==> src/rtl/counter_sequencer.sv <==
// counter_sequencer: run-control sequencer for a WIDTH-bit wrapping up-counter
// Ports: clk/rst_n clock and async active-low reset; cfg_valid_i/cfg_ready_o
// config handshake carrying cfg_period_i and cfg_oneshot_i; start_i, pause_i,
// stop_i run controls; count_o current count; tick_o wrap pulse; done_o
// one-shot completion pulse; busy_o high while running or held.
module counter_sequencer #(
  parameter int WIDTH = 8
) (
  input  logic             clk,
  input  logic             rst_n,
  input  logic             cfg_valid_i,
  output logic             cfg_ready_o,
  input  logic [WIDTH-1:0] cfg_period_i,
  input  logic             cfg_oneshot_i,
  input  logic             start_i,
  input  logic             pause_i,
  input  logic             stop_i,
  output logic [WIDTH-1:0] count_o,
  output logic             tick_o,
  output logic             done_o,
  output logic             busy_o
);
  typedef enum logic [1:0] {IDLE, RUN, HOLD} state_e;
  state_e state_q, state_d;
  logic [WIDTH-1:0] count_q, count_d, period_q, period_d, eff_period;
  logic oneshot_q, oneshot_d, tick_q, tick_d, done_q, done_d, cfg_fire, wrap;
  assign cfg_ready_o = state_q == IDLE;
  assign cfg_fire    = cfg_valid_i && cfg_ready_o;
  // a config word landing on the START edge supplies the period used for that run
  assign eff_period  = cfg_fire ? cfg_period_i : period_q;
  assign wrap        = count_q == period_q - WIDTH'(1);
  assign count_o     = count_q;
  assign tick_o      = tick_q;
  assign done_o      = done_q;
  assign busy_o      = state_q != IDLE;
  // HOLD with pause released counts on that same edge, so each paused
  // cycle delays the next wrap by exactly one cycle
  always_comb begin
    state_d   = state_q;
    count_d   = count_q;
    period_d  = eff_period;
    oneshot_d = cfg_fire ? cfg_oneshot_i : oneshot_q;
    tick_d    = 1'b0;
    done_d    = 1'b0;
    if (state_q == IDLE) begin
      if (start_i && eff_period != '0) begin
        state_d = RUN;
        count_d = '0;
      end
    end else if (stop_i) begin
      state_d = IDLE;
      count_d = '0;
    end else if (pause_i) begin
      state_d = HOLD;
    end else if (wrap) begin
      count_d = '0;
      tick_d  = 1'b1;
      done_d  = oneshot_q;
      state_d = oneshot_q ? IDLE : RUN;
    end else begin
      count_d = count_q + WIDTH'(1);
      state_d = RUN;
    end
  end
  always_ff @(posedge clk or negedge rst_n) begin
    if (!rst_n) begin
      state_q   <= IDLE;
      count_q   <= '0;
      period_q  <= '0;
      oneshot_q <= 1'b0;
      tick_q    <= 1'b0;
      done_q    <= 1'b0;
    end else begin
      state_q   <= state_d;
      count_q   <= count_d;
      period_q  <= period_d;
      oneshot_q <= oneshot_d;
      tick_q    <= tick_d;
      done_q    <= done_d;
    end
  end
endmodule

==> config.mk <==
export PLATFORM = sky130hd
export DESIGN_NAME = counter_sequencer
export DESIGN_NICKNAME = d
export VERILOG_FILES = /design/src/rtl/counter_sequencer.sv
export SDC_FILE = /design/constraint.sdc
export NUM_CORES = 1
export LEC_CHECK = 0
export CORE_ASPECT_RATIO = 0.9
export CORE_MARGIN = 8
export CORE_UTILIZATION = 30
export CTS_CLUSTER_SIZE = 30
export DETAILED_ROUTE_END_ITERATION = 8
export DONT_BUFFER_PORTS = 1
export SYNTH_ARGS = -nofsm -noshare
export SYNTH_HDL_FRONTEND = slang
export SYNTH_SLANG_ARGS = --single-unit
==> constraint.sdc <==
create_clock -name clk -period 2.25 [get_ports clk]
set_input_delay 0.45 -clock clk [delete_from_list [all_inputs] [get_ports clk]]
set_output_delay 0.45 -clock clk [all_outputs]
set_load 0.1 [all_outputs]
==> results.md, run 1 <==
- Slew @ Worst Pin: around 0.99 ns
- Largest net degree at the start of global routing: 22
- Synth Area in Compound Gates: 19.0%
- Crit path kind: flip-flop to flip-flop
- Drt pass-1 iters: 4
- CP Launch Type: flip-flop
- Final TNS setup: -0.0208 ns
- Run status: finished with violations
- Worst path cell trace: or3_4 -> o31ai_4 -> nand3_1 -> a2111o_2 -> buf_6 -> nor3b_2 -> o21ai_1
- Post-synthesis sequential area ratio: 42.0%
- HP Class: primary input to flip-flop
- Max Clock Skew: 0.00176 ns
- Period minus WS final: 2.26 ns
- Max Freq: about 0.44 GHz
- Port Buffers: 0
- Sw Pwr: 537 µW
- Die area: approximately 0.0065 mm²
- CTS tree: done
- Slowest cell delay on critical path: 0.56 ns
- Std-Cell Rows: 22
- Setup repair after global routing missed its margin: true
- Worst IR Drop VDD: 0.000340 V
- XOR/XNOR Fraction of Synth Area: 4.20%
- RR Endpoint: state_q[0]
- Failing checks: negative setup slack
- Delay-heaviest family, CP: compound AO/OA/AOI/OAI gates
- Routed WL: 3620 µm
- Switching Fraction: 40.9%
- First-pass GRT wire length: 5770 µm
- Buffers & Inverters on Critical Path: 1
- Placed Area: 0.00145 mm²
- Synth Area in Simple Gates: a little under a quarter
- Post-Synth Adder-Cell Area: 2.00%
- Gate power share: 41.3%
- Mux cell area share after synthesis: between 5 and 6%
- Die Ht: 77.3 µm
- Post-route ant nets: 0
- CTS H-tree lvls: 1
- Mapped Area: 0.00125 mm²
- Worst-path maximum fanout: 7
- Reg-to-reg setup timing slack: -0.01 ns
- PwrDens: 790 mW/mm²
- Clock Latency Late Sink: 0.26 ns
- FF-to-FF path depth: 7
- Count leader, synth: dfrtp_1
- Reg power frac: 39.1%
- Die Width: 84.1 µm
- Number of global-route vias before repair: between 1,000 and 1,500
- Required time worst endpoint: between 2 and 2.5 ns
- Synth cell types: 42
- R2R Path Start: period_q[2]
- Post-synth EDFFs: 0
- Clock transition at path regs: 0.08 ns
- Synth top area cells: dfrtp_1 42%, nand2_1 5.7%, mux2_2 5.4%
- Initial Util: between 30% and 40%
- Syn avg cell area: 9.14 µm²
- Pint: 776 µW
- Min-Delay Startpoint: cfg_period_i[3]
- Synth Instances: 137
- Max-slew headroom: between 30% and 40%
- CP Data Arrival Time: approximately 2.4 ns
- Design area: 0.00166 mm²
- CP Depth: 7
- Syn-to-layout area delta: 32.7%
- Largest family of logic cells by synthesized area: simple AND/OR/NAND/NOR gates
- Core Region: 0.00405 mm²
- Final-stage net count: 180
- ANT cells: 0
- Pleak: between 0.0006 and 0.0007 µW
- Clock sink total: 21
- Syn nets: approximately 150
- Routed vias/inst: 5.57
- Yosys warns: 0
- Fin cells: 210
- Setup ws final: -0.0124 ns
- CP endpoint kind: flip-flop
- Worst Hold End: period_q[3]
- Hold WS: 0.304 ns
- Total CTS buffers: 3
- Vias: approximately 1,200
- Count of pins over their slew limit: 0
- Clock root buffer master: clkbuf_8
- GPL Wtd Cong: around 0.84
- # DRC: 0
- Final setup viols: 3
- Yosys top cell area share: 42.0%
- Gr usage total: 10.6%
- Synth top cells by count: 21 x dfrtp_1, 19 x nand2_1, 7 x inv_1, 7 x nor3_1, 7 x o211ai_1
- Asr flop ratio synth: 100%
- Synth Register Bits: 21
- Initial antenna violation count: 0
- Worst Hold Path Cells: 2
- CP Launch Point: period_q[2]
- Clock Power Share: 19.5%
- Hold Vio Cnt, Final: 0
- Slowest-stage cell, CP: a2111o_2
- 1st-iter DRT viols: 46
- DPL Wire Length: 2750 µm
- Final period util: 101%
- Share of post-route cells with drive strength above 1: 38.9%
- Total global routing overflow: 0
- Max_cap viols: 0
- Placed insts: 198
- Routed wire per std cell: roughly 17 µm
- Ports: 27
- Top_reg_cell synth: dfrtp_1
- Cell taking the most area after synthesis: dfrtp_1
- CTS max path bufs: 2
==> kinds of logic (layout without fill, tap and decap cells) <==
| group | after synthesis | in the layout |
|---|---|---|
| simple gates | 56 | 56 |
| compound gates | 34 | 34 |
| fa+ha+maj | 2 | 2 |
| mux | 6 | 6 |
| xor+xnor | 6 | 6 |
| buf+inv | 12 | 37 |
| flops | 21 | 21 |
==> layer usage <==
layer  GRT usage, %  wire [µm]
met1           13.9       1610
met2           16.8       1680
met3           3.91        317
met4           1.03         10
met5              0          0
==> area by class of cell <==
class | count | area (µm²)
Fill cell | 419 | 2380
Multi-Input combinational cell | 104 | 783
Sequential cell | 21 | 541
Timing Repair Buffer | 26 | 205
Tap cell | 48 | 60.1
Clock buffer | 3 | 41.3
Inverter | 7 | 26.3
Clock inverter | 1 | 5.00
==> power by group through the flow <==
stage	registers, µW	clock network, µW	logic [µW]
CTS	510	264	473
floorplan	525	0	288
global placement	507	0	422
global route	524	279	585
detailed placement	510	0	427
finish	514	257	543
==> state kept, by name, indices dropped and copies added (netlist names) <==
signal and count:
count_o 8, period_q 8, tick_o 1, oneshot_q 1
done_o 1, state_q 2
==> repair_timing <==
item,in CTS,in global routing
hold buffers,1,0
setup buffers,3,4
setup endpoints to repair,9,10
hold endpoints to repair,21,0
pin swaps,2,6
gates resized for setup,9,16
cloned,0,0
==> worst max-delay path by stage <==
stage                            end  slack (ns)
after floorplan           count_o[4]      -0.003
after global placement    count_o[2]       -0.09
after detailed placement  count_o[2]       -0.14
after CTS                 count_o[2]        0.01
after global routing          done_o       -0.07
final                     state_q[0]       -0.01
==> metrics by stage <==
stage / power [µW] / utilization [%] / setup slack [ns]
floorplan: 813 / - / -0.00281
global placement: 929 / 35.9 / -0.0898
detailed placement: 937 / 35.9 / -0.140
CTS: 1250 / 38.7 / 0.0120
global route: 1390 / 41.1 / -0.0653
finish: 1310 / 41.1 / -0.0124
==> cell usage in the layout, fill, tap and decap left out, types with 2 or more instances in the layout <==
master,n
buf_4,23
nand2_1,19
dfrtp_1,13
nor3_1,7
o211ai_1,7
mux2_2,6
dfrtp_2,6
inv_1,5
nand3_1,5
o21ai_1,5
o21ai_0,4
xor2_1,3
clkbuf_8,3
inv_2,2
nor3b_2,2
or3_1,2
nand4_1,2
xnor2_1,2
nand2b_1,2
a21oi_1,2
and3_1,2
nor2_1,2
and2_1,2
nor4_1,2
ha_1,2
dfrtp_4,2
buf_6,2
(Power assumes the default switching activity.)
==> inputs of run 2 (changes only) <==
--- a/config.mk
+++ b/config.mk
@@ -6,11 +6,10 @@
 export NUM_CORES = 1
 export LEC_CHECK = 0
 export CORE_ASPECT_RATIO = 0.9
-export CORE_MARGIN = 8
+export CORE_MARGIN = 2
 export CORE_UTILIZATION = 30
 export CTS_CLUSTER_SIZE = 30
 export DETAILED_ROUTE_END_ITERATION = 8
-export DONT_BUFFER_PORTS = 1
 export SYNTH_ARGS = -nofsm -noshare
 export SYNTH_HDL_FRONTEND = slang
 export SYNTH_SLANG_ARGS = --single-unit
==> run 2 against run 1 <==
- the flow now finishes without violations
- first-iteration DRC count rose by 89%
- die area fell by 28%
- sequential cell count did not move
- combinational power rose by 15%
- register-to-register slack improved by 0.07 ns
- power rose by 4.1%
- clock skew rose by 0.0034 ns
- design area rose by 11%
- non-clock buffer count rose by 21
- critical endpoint is now count_o[5]
- largest power group unchanged
==> results.md, run 2 (synthesis gave the netlist of run 1 again) <==
- Die area: 0.00471 mm² (-28%)
- Slew @ Worst Pin: 0.609 ns (-0.384 ns)
- Post-route ant nets: 0 (unchanged)
- Syn-to-layout area delta: 47.6%
- Number of global-route vias before repair: 1,229 (+7.3%)
- PwrDens: 740 mW/mm² (-6.4%)
- CP Launch Type: flip-flop
- Initial antenna violation count: 0 (unchanged)
- Delay-heaviest family, CP: compound AO/OA/AOI/OAI gates
- Setup repair after global routing missed its margin: true
- Total CTS buffers: 3 (unchanged)
- Run status: finished clean
- Worst-path maximum fanout: 6 (-1)
- Placed Area: 0.00169 mm² (+16%)
- ANT cells: 0 (unchanged)
- Design area: 0.00185 mm² (+11%)
- Ports: 27 (unchanged)
- Max Freq: 0.457 GHz (+3.4%)
- Worst path cell trace: inv_2 -> ha_4 -> buf_6 -> nand2_2 -> o211ai_1 -> o211ai_1 -> a2111o_1 -> buf_6 -> o21ai_1 -> o211ai_1
- CTS H-tree lvls: 1 (unchanged)
- 1st-iter DRT viols: 87 (+89%)
- Max Clock Skew: 0.00516 ns (+0.00340 ns)
- Required time worst endpoint: 2.39 ns (about the same)
- CP endpoint kind: flip-flop
- Initial Util: 31.0% (unchanged)
- CTS max path bufs: 2 (unchanged)
- Worst setup endpoint: count_o[5]
- Routed WL: 3450 µm (-4.7%)
- First-pass GRT wire length: 5640 µm (-2.3%)
- Core Region: 0.00405 mm² (unchanged)
- Count of pins over their slew limit: 0 (unchanged)
- CP Depth: 10 (+3)
- Worst IR Drop VDD: 0.000323 V (-4.9%)
- Clock transition at path regs: 0.08 ns (about the same)
- Final setup viols: 0 (-3)
- Final period util: 97.2% (-3.3 points)
- Total power draw: 1370 µW (+4.1%)
- Port Buffers: 26 (+26)
- Max-slew headroom: 59.2% (+26 points)
- Clock root buffer master: clkbuf_8
- # DRC: 0 (unchanged)
- Final-stage net count: 201 (+12%)
- Routed wire per std cell: 14.9 µm (-13%)
- CP Launch Point: period_q[1]
- Pleak: 0.000725 µW (+14%)
- Cell mode on critical path: o211ai_1
- Most frequent cells in the layout: 30 x buf_4, 18 x nand2_1, 15 x dfrtp_1
- Gr usage total: 15.3% (+4.7 points)
- HP Class: flip-flop to flip-flop
- Share of post-route cells with drive strength above 1: 37.2% (-1.7 points)
- GPL Wtd Cong: 0.871 (+3.1%)
- Hold Vio Cnt, Final: 0 (unchanged)
- Max_cap viols: 0 (unchanged)
- Total global routing overflow: 0 (unchanged)
- Routed vias/inst: 5.39 (-3.3%)
- Most common cell after layout, fill and taps aside: buf_4
- Slowest-stage cell, CP: a2111o_1
- Reg-to-reg setup timing slack: 0.06 ns (+0.07 ns)
- Crit path kind: flip-flop to flip-flop
- DPL Wire Length: 2600 µm (-5.1%)
- Period minus WS final: 2.19 ns (-0.0747 ns)
- Die Width: 72.1 µm (-14%)
- CTS tree: done
- Buffers & Inverters on Critical Path: 3 (+2)
- Std-Cell Rows: 22 (unchanged)
- Clock sink total: 21 (unchanged)
- Final TNS setup: 0 ns (+0.0208 ns)
- Largest net degree at the start of global routing: 22 (unchanged)
- Fill count: 379 (-9.5%)
- Final core occ: 45.7% (+4.6 points)
- Die Ht: 65.3 µm (-16%)
- CP Data Arrival Time: 2.32 ns (-0.09 ns)
- RR Endpoint: count_o[5]
- Fin cells: 231 (+10%)
- Placed insts: 225 (+14%)
- Drt pass-1 iters: 4 (unchanged)
- FF-to-FF path depth: 10 (+3)
- Slowest cell delay on critical path: 0.55 ns (about the same)
- R2R Path Start: period_q[1]
- Clock Latency Late Sink: 0.26 ns (about the same)
- Hold Buf Count CTS: 0 (-1)
- Vias: 1,244 (+6.3%)
## run 2: changes by cell type in the layout (fill, tap and decap cells not counted), moves of 2 or more
| cell | before | now |
|---|---|---|
| dfrtp_1 | 13 | 15 |
| dfrtp_2 | 6 | 4 |
| buf_4 | 23 | 30 |
| clkdlybuf4s50_1 | 0 | 14 |
## run 2: where the power goes
| group | internal, µW | leakage, µW | switching, µW |
|---|---|---|---|
| Combinational | 274 | 0.000438 | 349 |
| Sequential | 429 | 0.000261 | 67.4 |
| Clock | 123 | 0.0000255 | 124 |
## run 2: cell type report
type / instances / area, µm² / share of cell area (%)
multi-input cells: 104 / 778 / 42.1
flip-flops and latches: 21 / 538 / 29.1
repair buffers: 47 / 399 / 21.6
well taps: 48 / 60.1 / 3.25
clock buffers: 3 / 41.3 / 2.23
inverters: 7 / 26.3 / 1.42
clock inverters: 1 / 5.00 / 0.271
## run 2: timing repair
action,in CTS,in global routing
setup endpoints to repair,2,10
pin swaps,0,3
resized for setup,2,22
buffers inserted,0,2
## run 2: worst register-to-register path, stage by stage (launching register included)
cell and delay, ns:
dfrtp_1 0.43, inv_2 0.10, ha_4 0.14, buf_6 0.12, nand2_2 0.05, o211ai_1 0.16, o211ai_1 0.11, a2111o_1 0.55
buf_6 0.18, o21ai_1 0.13, o211ai_1 0.11
## run 2: metal layers
metal,GRT usage [%],vias up,wire length [µm]
met5,0,-,0
met4,3.77,0,25
met3,2.76,4,171
met2,26.6,37,1630
met1,19.7,599,1620
li1,-,604,-
## run 2: how the worst min path moves through the flow
stage | start | end | slack, ns | cells after the start
2_1_floorplan | rst_n | count_o[0] | 0.15 | 0
3_3_place_gp | oneshot_q | done_o | 0.50 | 1
3_5_place_dp | oneshot_q | done_o | 0.51 | 1
4_1_cts | oneshot_q | done_o | 0.52 | 1
5_1_grt | rst_n | count_o[4] | 0.54 | 2
6_report | oneshot_q | done_o | 0.52 | 1
## run 2: stage by stage
stage,worst slack [ns],hold WS [ns]
after floorplan,-0.00281,0.154
after global placement,-0.123,0.503
after detailed placement,-0.0292,0.509
after CTS,0.0103,0.520
after global routing,-0.0603,0.542
final,0.0624,0.518
==> inputs of run 3 (changes only) <==
--- a/config.mk
+++ b/config.mk
@@ -8,8 +8,8 @@
 export CORE_ASPECT_RATIO = 0.9
 export CORE_MARGIN = 2
 export CORE_UTILIZATION = 30
-export CTS_CLUSTER_SIZE = 30
 export DETAILED_ROUTE_END_ITERATION = 8
+export GPL_ROUTABILITY_DRIVEN = 1
 export SYNTH_ARGS = -nofsm -noshare
 export SYNTH_HDL_FRONTEND = slang
 export SYNTH_SLANG_ARGS = --single-unit
==> results of run 3 <==
Final layout, timing and power as in run 2 (identical DEF).
